$ cat config.mk
export PLATFORM = sky130hd
export DESIGN_NAME = fetch_unit
export DESIGN_NICKNAME = d
export VERILOG_FILES = /design/src/rtl/tinycpu_pkg.sv /design/src/rtl/fetch_buf.sv /design/src/rtl/fetch_unit.sv
export SDC_FILE = /design/constraint.sdc
export NUM_CORES = 1
export LEC_CHECK = 0
export ABC_CLOCK_PERIOD_IN_PS = 6900
export CAP_MARGIN = 20
export CORE_MARGIN = 10
export CORE_UTILIZATION = 55
export DETAILED_ROUTE_END_ITERATION = 6
export GPL_TIMING_DRIVEN = 1
export HOLD_SLACK_MARGIN = 0.06
export PLACE_DENSITY = 0.81
export SLEW_MARGIN = 10
export SYNTH_ARGS = -nofsm -noshare
export SYNTH_HDL_FRONTEND = slang
export SYNTH_HIERARCHICAL = 1
export SYNTH_SLANG_ARGS = --single-unit
export TNS_END_PERCENT = 10
$ cat constraint.sdc
create_clock -name clk -period 6.9 [get_ports clk]
set_input_delay 1.38 -clock clk [delete_from_list [all_inputs] [get_ports clk]]
set_output_delay 1.38 -clock clk [all_outputs]
set_load 0.01 [all_outputs]
$ cat src/rtl/tinycpu_pkg.sv
// Shared tinycpu constants: instruction width, opcodes and default address width.
// Pure declarations; no timing or flow-control behaviour of its own.
package tinycpu_pkg;

  localparam int INSTR_W        = 16;
  localparam int DEFAULT_ADDR_W = 8;

  localparam logic [3:0] OP_LI  = 4'h8;
  localparam logic [3:0] OP_JMP = 4'h9;

  function automatic logic [3:0] instr_opcode(input logic [INSTR_W-1:0] word);
    return word[INSTR_W-1 -: 4];
  endfunction

endpackage

$ cat src/rtl/fetch_buf.sv
// Two-entry queue of fetched {instr, pc}; head is registered, visible the cycle after its push.
// A push into a full queue without a simultaneous pop is dropped; flush empties it and beats push.
module fetch_buf
  import tinycpu_pkg::*;
#(
  parameter int W = INSTR_W + DEFAULT_ADDR_W
) (
  input  logic         clk,
  input  logic         rst,
  input  logic         push,
  input  logic [W-1:0] push_dat,
  input  logic         pop,
  input  logic         flush,
  output logic [W-1:0] head_dat,
  output logic [1:0]   count,
  output logic         full,
  output logic         empty
);

  logic [W-1:0] slot0;
  logic [W-1:0] slot1;
  logic         push_ok;
  logic         pop_ok;

  assign empty    = (count == 2'd0);
  assign full     = (count == 2'd2);
  assign pop_ok   = pop && !empty;
  assign push_ok  = push && (!full || pop_ok);
  assign head_dat = slot0;

  // slot0 is always the head; a pop shifts slot1 forward.
  always_ff @(posedge clk) begin
    if (rst) begin
      slot0 <= '0;
      slot1 <= '0;
      count <= 2'd0;
    end else if (flush) begin
      count <= 2'd0;
    end else begin
      case ({push_ok, pop_ok})
        2'b10: begin
          if (count == 2'd0) slot0 <= push_dat;
          else               slot1 <= push_dat;
          count <= count + 2'd1;
        end
        2'b01: begin
          slot0 <= slot1;
          count <= count - 2'd1;
        end
        2'b11: begin
          if (count == 2'd1) begin
            slot0 <= push_dat;
          end else begin
            slot0 <= slot1;
            slot1 <= push_dat;
          end
        end
        default: ;
      endcase
    end
  end

endmodule

$ cat src/rtl/fetch_unit.sv
// Instruction fetch: PC, 1-cycle imem, 2-entry buffer; first instr 2 cycles after its request, jump target 3 cycles after redirect.
// Requests stop while buffer + in-flight would exceed 2 entries; define FETCH_HALT_EN for a halt input that blocks new requests.
module fetch_unit
  import tinycpu_pkg::*;
#(
  parameter int ADDR_W = DEFAULT_ADDR_W
) (
  input  logic               clk,
  input  logic               rst,
`ifdef FETCH_HALT_EN
  input  logic               halt,
`endif
  output logic               imem_req,
  output logic [ADDR_W-1:0]  imem_addr,
  input  logic [INSTR_W-1:0] imem_rdata,
  output logic [INSTR_W-1:0] instr,
  output logic [ADDR_W-1:0]  instr_pc,
  output logic               instr_valid,
  input  logic               instr_ready,
  input  logic               jump_en,
  input  logic [ADDR_W-1:0]  jump_target
);

  typedef struct packed {
    logic [INSTR_W-1:0] instr;
    logic [ADDR_W-1:0]  pc;
  } fetch_entry_t;

  fetch_entry_t      head_dat;
  fetch_entry_t      push_dat;
  logic [ADDR_W-1:0] pc_q;
  logic [ADDR_W-1:0] inflight_pc;
  logic              inflight_vld;
  logic [1:0]        buf_count;
  logic              buf_full;
  logic              buf_empty;
  logic              pop;
  logic              redirect;
  logic              push;
  logic              halted;
  logic [2:0]        occupancy;

`ifdef FETCH_HALT_EN
  assign halted = halt;
`else
  assign halted = 1'b0;
`endif

  assign instr_valid = !buf_empty;
  assign instr       = head_dat.instr;
  assign instr_pc    = head_dat.pc;
  assign pop         = instr_valid && instr_ready;

  // Only a pop can redirect, and the flush leaves nothing to pop until the
  // target word arrives, so a second redirect cannot precede the target.
  assign redirect = pop && jump_en;

  always_comb begin
    occupancy = {1'b0, buf_count} + {2'b00, inflight_vld} - {2'b00, pop};
    imem_req  = !rst && !redirect && !halted && (occupancy < 3'd2);
  end

  assign imem_addr = pc_q;

  // The response landing in a redirect cycle belongs to the abandoned path.
  assign push     = inflight_vld && !redirect && (!buf_full || pop);
  assign push_dat = '{instr: imem_rdata, pc: inflight_pc};

  always_ff @(posedge clk) begin
    if (rst) begin
      pc_q         <= '0;
      inflight_vld <= 1'b0;
      inflight_pc  <= '0;
    end else begin
      inflight_vld <= imem_req;
      if (imem_req) inflight_pc <= pc_q;
      if (redirect)      pc_q <= jump_target;
      else if (imem_req) pc_q <= pc_q + ADDR_W'(1);
    end
  end

  fetch_buf #(
    .W($bits(fetch_entry_t))
  ) u_buf (
    .clk      (clk),
    .rst      (rst),
    .push     (push),
    .push_dat (push_dat),
    .pop      (pop),
    .flush    (redirect),
    .head_dat (head_dat),
    .count    (buf_count),
    .full     (buf_full),
    .empty    (buf_empty)
  );

endmodule

==> results.rst <==
.. list-table::
   :header-rows: 1

   * - Metric
     - Value
   * - Combined global-route utilization of all metal layers
     - 0.159
   * - Global-route wire length before repair
     - about 12,000 um
   * - Via-per-instance ratio
     - 5.44
   * - Share of the yosys chip area belonging to registers
     - 0.435
   * - Total of max-cap violations
     - 0
   * - Antenna-violating nets left
     - 0
   * - Total iterations of the first detailed-routing run
     - 4
   * - Final Core Density
     - 0.719
   * - Layout overhead on the synthesized area
     - 27.6%
   * - Final std cell area, no fill
     - 0.00394 mm^2
   * - Result of the run
     - finished, final reports clean
   * - Total clock buffers created by CTS
     - 9
   * - Clock transition time at the flip-flop clock pins of the worst setup and hold paths
     - 0.07 ns
   * - Register-to-Register Path Depth
     - 9
   * - Routed wirelength normalized by instance count
     - between 10 and 15 um
   * - Post-CTS repair timing setup buffer count
     - 0
   * - Number of failing setup endpoints in the final timing report
     - 0
   * - Number of distinct library cell variants in the gate-level netlist after synthesis
     - 34
   * - Worst path required time
     - approximately 5.5 ns
   * - Total number of nets in the final design
     - between 400 and 500
   * - Yosys synthesis warning count
     - 6
   * - Vias in the first global route
     - 2,475
   * - Relative slew slack
     - 0.436
   * - Routability congestion estimate from global placement
     - 0.862
   * - Pin count of the biggest net entering global routing
     - slightly below 70
   * - Count of pins on the block boundary
     - 62
   * - Critical-path cell with the highest stage delay
     - fa_1
   * - Worst-case setup margin in the final layout
     - approximately 1.4 ns
   * - Hold-fix buffers at CTS
     - 0
   * - Final setup skew
     - slightly below 0.01 ns
   * - Number of flip-flops and latches in the synthesized netlist
     - 67
   * - Post-synth design cell area
     - 0.00309 mm^2
   * - Detailed router's first-iteration violation count
     - between 90 and 100
   * - Hold Vio Cnt, Final
     - 0
   * - Actual transition at the worst max-transition pin
     - 0.845 ns
   * - Post-Route Hold Slack
     - ~0.49 ns
   * - Total count of max-transition violations in the final report
     - 0
   * - Count of cell instances traversed by the critical path
     - 10
   * - Classification of the worst-slack hold path
     - reg2reg
   * - Clock root buffer
     - clkbuf_8
   * - Clk_lat worst skew
     - around 0.33 ns
   * - Critical path's top delay family
     - buffers and inverters
   * - Worst-case clock buffer depth
     - 2
   * - Element type at the critical path start
     - input pin
   * - Die Y
     - 94.9 um
   * - Post-synth EDFFs
     - 0
   * - Shortest period the worst path allows
     - ~5.5 ns
   * - Setup total negative slack
     - 0 ns
   * - CP Class
     - in2out
   * - Main flop type after synthesis
     - dfxtp_1
   * - Share of layout cells above drive strength 1
     - 0.119
   * - Final period utilization
     - 0.793
   * - Core Region
     - roughly 0.0055 mm^2
   * - Leading cell types in the layout, fill and taps excluded
     - dfxtp_1 (67), nor2_1 (66), clkdlybuf4s50_1 (60)
   * - Highest clock rate
     - between 150 and 200 MHz
   * - Post-Syn Nets
     - 363
   * - Critical-path maximum fanout
     - 10
   * - Cells traversed along the worst timing path
     - clkdlybuf4s50_1, nand2_1, nor2_1, o21ai_0, fa_1, nor2b_1, nand3_1, buf_4, inv_1, clkdlybuf4s50_1
   * - PostCTS Resize Cnt
     - 0
   * - Site Rows
     - 27
   * - Ranking of synthesized cells by area
     - dfxtp_1 (43%), mux2i_1 (11%), a311oi_2 (9.7%), nor2_1 (8.0%), nand2_1 (6.6%)
   * - Die ar.
     - between 0.009 and 0.01 mm^2
   * - CTS tree
     - built
   * - VDD IR max
     - roughly 0.00028 V
   * - Detailed placement HPWL
     - between 4000 and 5000 um
   * - Port Buffer Count
     - slightly above 60
   * - Initial core utilization
     - 0.564
   * - Overall die width
     - about 95 um
   * - Cell taking the most area after synthesis
     - dfxtp_1
   * - Worst Hold Depth
     - 2
   * - Buf+Inv Stages, Crit Path
     - 4
   * - Synthesized netlist cell count
     - between 300 and 400
   * - Placed cell areas
     - around 0.0037 mm^2
   * - Total gr overflow
     - 0
   * - Crit path largest cell delay
     - 0.57 ns
   * - Total power divided by cell area
     - about 460 mW/mm^2
   * - Arr. time, crit path
     - about 4.1 ns
   * - Clk sinks
     - 67
   * - Post-Place Worst Slack
     - between 1 and 1.5 ns
   * - Post-synthesis average cell area
     - between 9 and 10 um^2
   * - Sum of routed wire length over all layers
     - just under 7000 um
   * - Crit. End Element
     - output port
   * - Antenna cells
     - 0
   * - RSZ-0062 raised after global routing
     - false
   * - Initial antenna violation count
     - 0
   * - Commonest non-fill, non-tap cell in the layout
     - dfxtp_1
   * - Most repeated library cell on the critical path
     - clkdlybuf4s50_1
   * - Top-area cell type share of the netlist area
     - 0.435
   * - Post-synthesis async set-or-reset flop share
     - 0
   * - Standby leakage power
     - ~1.6 nW
   * - H-tree lvl count
     - 3
   * - Via count of the routed design
     - around 2,500
   * - Number of remaining DRC errors
     - 0
sequential cells by signal, indices dropped and copies added, names as in the netlist:
signal,count
imem_addr,8
inflight_pc,8
inflight_vld,1
u_buf/count,2
u_buf/head_dat,24
u_buf/slot1,24
routing by layer:
metal | vias up | global-route usage | wire [um]
met3 | 8 | 0.0579 | 519
met5 | - | 0 | 0
met1 | 1177 | 0.197 | 3110
li1 | 1241 | - | -
met2 | 69 | 0.244 | 3070
met4 | 0 | 0.0648 | 72
report_power, final:
| part | internal (mW) | switching (mW) | total, mW |
|---|---|---|---|
| Combinational | 0.384 | 0.405 | 0.789 |
| Clock | 0.287 | 0.149 | 0.436 |
| Sequential | 0.498 | 0.0775 | 0.575 |
worst min-delay path, stage by stage, from the launching register on:
cell	delay (ns)
dfxtp_1	0.31
nand2_1	0.05
a311oi_1	0.08
worst paths after layout:
path	slack, ns	from	endpoint
worst max-delay path	1.43	instr_ready	imem_req
worst min-delay path	0.49	u_buf/slot1[21]	u_buf/head_dat[21]
worst max register to register	3.76	u_buf/count[1]	u_buf/head_dat[13]
worst min register to register	0.49	u_buf/slot1[21]	u_buf/head_dat[21]
synthesized netlist by cell type, types with 2 or more instances:
master,n
a211oi_1,7
xnor2_1,7
dfxtp_1,67
nand3_1,6
nand2_1,54
nand2b_1,2
buf_4,7
xor2_1,3
nor4_1,3
nor2b_1,3
inv_1,8
nor3_1,3
buf_2,4
a311oi_2,20
clkbuf_1,8
nor2_1,66
buf_6,4
a311oi_1,5
nand3b_1,2
ha_1,4
mux2i_1,34
through the flow:
| step | total power [mW] | instances |
|---|---|---|
| 3_3_place_gp | 1.35 | 443 |
| 4_1_cts | 1.82 | 459 |
| 2_1_floorplan | 1.10 | 330 |
| 5_1_grt | 1.92 | 459 |
| 3_5_place_dp | 1.37 | 443 |
| 6_report | 1.80 | 459 |
kinds of logic after synthesis:
logic type	count (synthesis)	synth area share
compound gates	40	0.153
mux	34	0.110
simple gates	143	0.193
xor+xnor	10	0.0284
fa+ha+maj	5	0.0227
flops	67	0.435
buf+inv	31	0.0576
layout make-up:
cell class | instances | area (um^2)
Inverter | 8 | 30.0
Clock inverter | 6 | 136
Tap cell | 72 | 90.1
Sequential cell | 67 | 1340
Multi-Input combinational cell | 232 | 1570
Fill cell | 431 | 1540
Clock buffer | 10 | 138
Timing Repair Buffer | 64 | 628
Note: power is estimated with default switching activity, not from simulation.
==> RTL edit: new RTL, same settings <==
Build with the macro `FETCH_HALT_EN` defined.
--- a/src/rtl/fetch_unit.sv
+++ b/src/rtl/fetch_unit.sv
@@ -1,5 +1,7 @@
 // Instruction fetch: PC, 1-cycle imem, 2-entry buffer; first instr 2 cycles after its request, jump target 3 cycles after redirect.
 // Requests stop while buffer + in-flight would exceed 2 entries; define FETCH_HALT_EN for a halt input that blocks new requests.
+`define FETCH_HALT_EN
+
 module fetch_unit
   import tinycpu_pkg::*;
 #(
Interface: changed (added halt); port bits go from 62 to 63. The function was not compared with the original's and may differ.
==> RTL edit against the unedited design <==
  * Wire length decreased by 3.3%
  * First-iteration DRC count is 26% higher
  * Via count is 2.4% lower
  * Highest routed layer unchanged
  * Sequential cell count unchanged
  * Combinational power down 17%
  * Setup slack gained 0.027 ns
  * Cell area fell by 0.35%
  * Utilization down 0.25 points
  * Cell count is 0.22% lower
  * Largest power group unchanged
  * Power decreased by 11%
  * Die area hardly changed
  * Sequential power decreased by 5.0%
  * Synthesized area about the same
==> RTL edit: results (changes against the unedited design) <==
Outcome
  – Status: completed (unchanged)

Routing
  – Met3 wire length: 498 um (was 519 um)
  – Via count: 2435 (was 2495)
  – DR vias/cell: 5.32 (was 5.44)
  – DR iter-0 viols: 120 (was 95)

Setup path
  – Crit-path slowest cell: clkdlybuf4s50_1 (was fa_1)
  – R2r worst-path depth: 7 (was 9)
  – Worst R2R End: u_buf/slot1[10] (was u_buf/head_dat[13])

Yosys
  – Register area share after synthesis: 0.435 (about the same)
  – Post-synth top cells: nor2_1, dfxtp_1, nand2_1 (was dfxtp_1, nor2_1, nand2_1)
  – Synth cell types: 36 (was 34)

Power and ir drop
  – PnR Total Power: 0.00160 W (was 0.00180 W)
  – Clock share of power: 0.248 (was 0.242)
  – VDD IR-drop max: 0.241 mV (was 0.282 mV)
  – Sequential power: 0.000546 W (was 0.000575 W)
  – Static leakage: 1.62 nW (was 1.61 nW)

STA
  – Hold slack: 0.487 ns (was 0.486 ns)
  – Worst slew pin tran: 0.822 ns (was 0.845 ns)
  – Clock skew: 0.00512 ns (was 0.00993 ns)

Place
  – Port Buffers: 62 (was 61)
  – Dpl hpwl: 4520 um (was 4390 um)
  – Pre-CTS WS: 1.46 ns (was 1.44 ns)
  – Post-DP Area: 0.00367 mm2 (was 0.00366 mm2)

Cells and area
  – Proportion of layout cells with a drive suffix above 1: 0.117 (was 0.119)
  – Clock buffers: 11 (was 10)
  – Nonclk buf count: 65 (was 64)
  – Clk cell area share: 0.0635 (was 0.0696)
  – Final #Nets: 416 (was 415)
  – # fillers: 415 (was 431)
  – Seq_cells: 67 (unchanged)
  – Sequential cell area share: 0.342 (was 0.341)
  – Multi-input gate count: 231 (was 232)

GRT
  – Grt met1 use: 0.180 (was 0.197)
  – Vias in the first global route: 2383 (was 2475)
  – First-pass GRT wire length: 11000 um (was 11500 um)
  – Largest net degree at the start of global routing: 67 (was 69)
  – Met3 Use GR: 0.0674 (was 0.0579)
-- RTL edit: worst max-delay path by stage --
| stage | from | to | slack [ns] | depth (start not counted) |
|---|---|---|---|---|
| 2_1_floorplan | instr_ready | imem_req | 2.61 | 8 |
| 3_3_place_gp | instr_ready | imem_req | 1.52 | 10 |
| 3_5_place_dp | instr_ready | imem_req | 1.46 | 10 |
| 4_1_cts | instr_ready | imem_req | 1.45 | 10 |
| 5_1_grt | instr_ready | imem_req | 1.23 | 10 |
| 6_report | instr_ready | imem_req | 1.45 | 10 |
-- RTL edit: kinds of logic (layout without fill, tap and decap cells) --
group | after synthesis | in the layout | synth area share
AND/OR/NAND/NOR | 144 | 144 | 0.199
multiplexers | 34 | 34 | 0.110
flip-flops | 67 | 67 | 0.435
adder cells (fa/ha/maj) | 5 | 5 | 0.0227
buffers and inverters | 31 | 88 | 0.0576
AO/OA/AOI/OAI | 40 | 40 | 0.151
XOR/XNOR | 8 | 8 | 0.0251
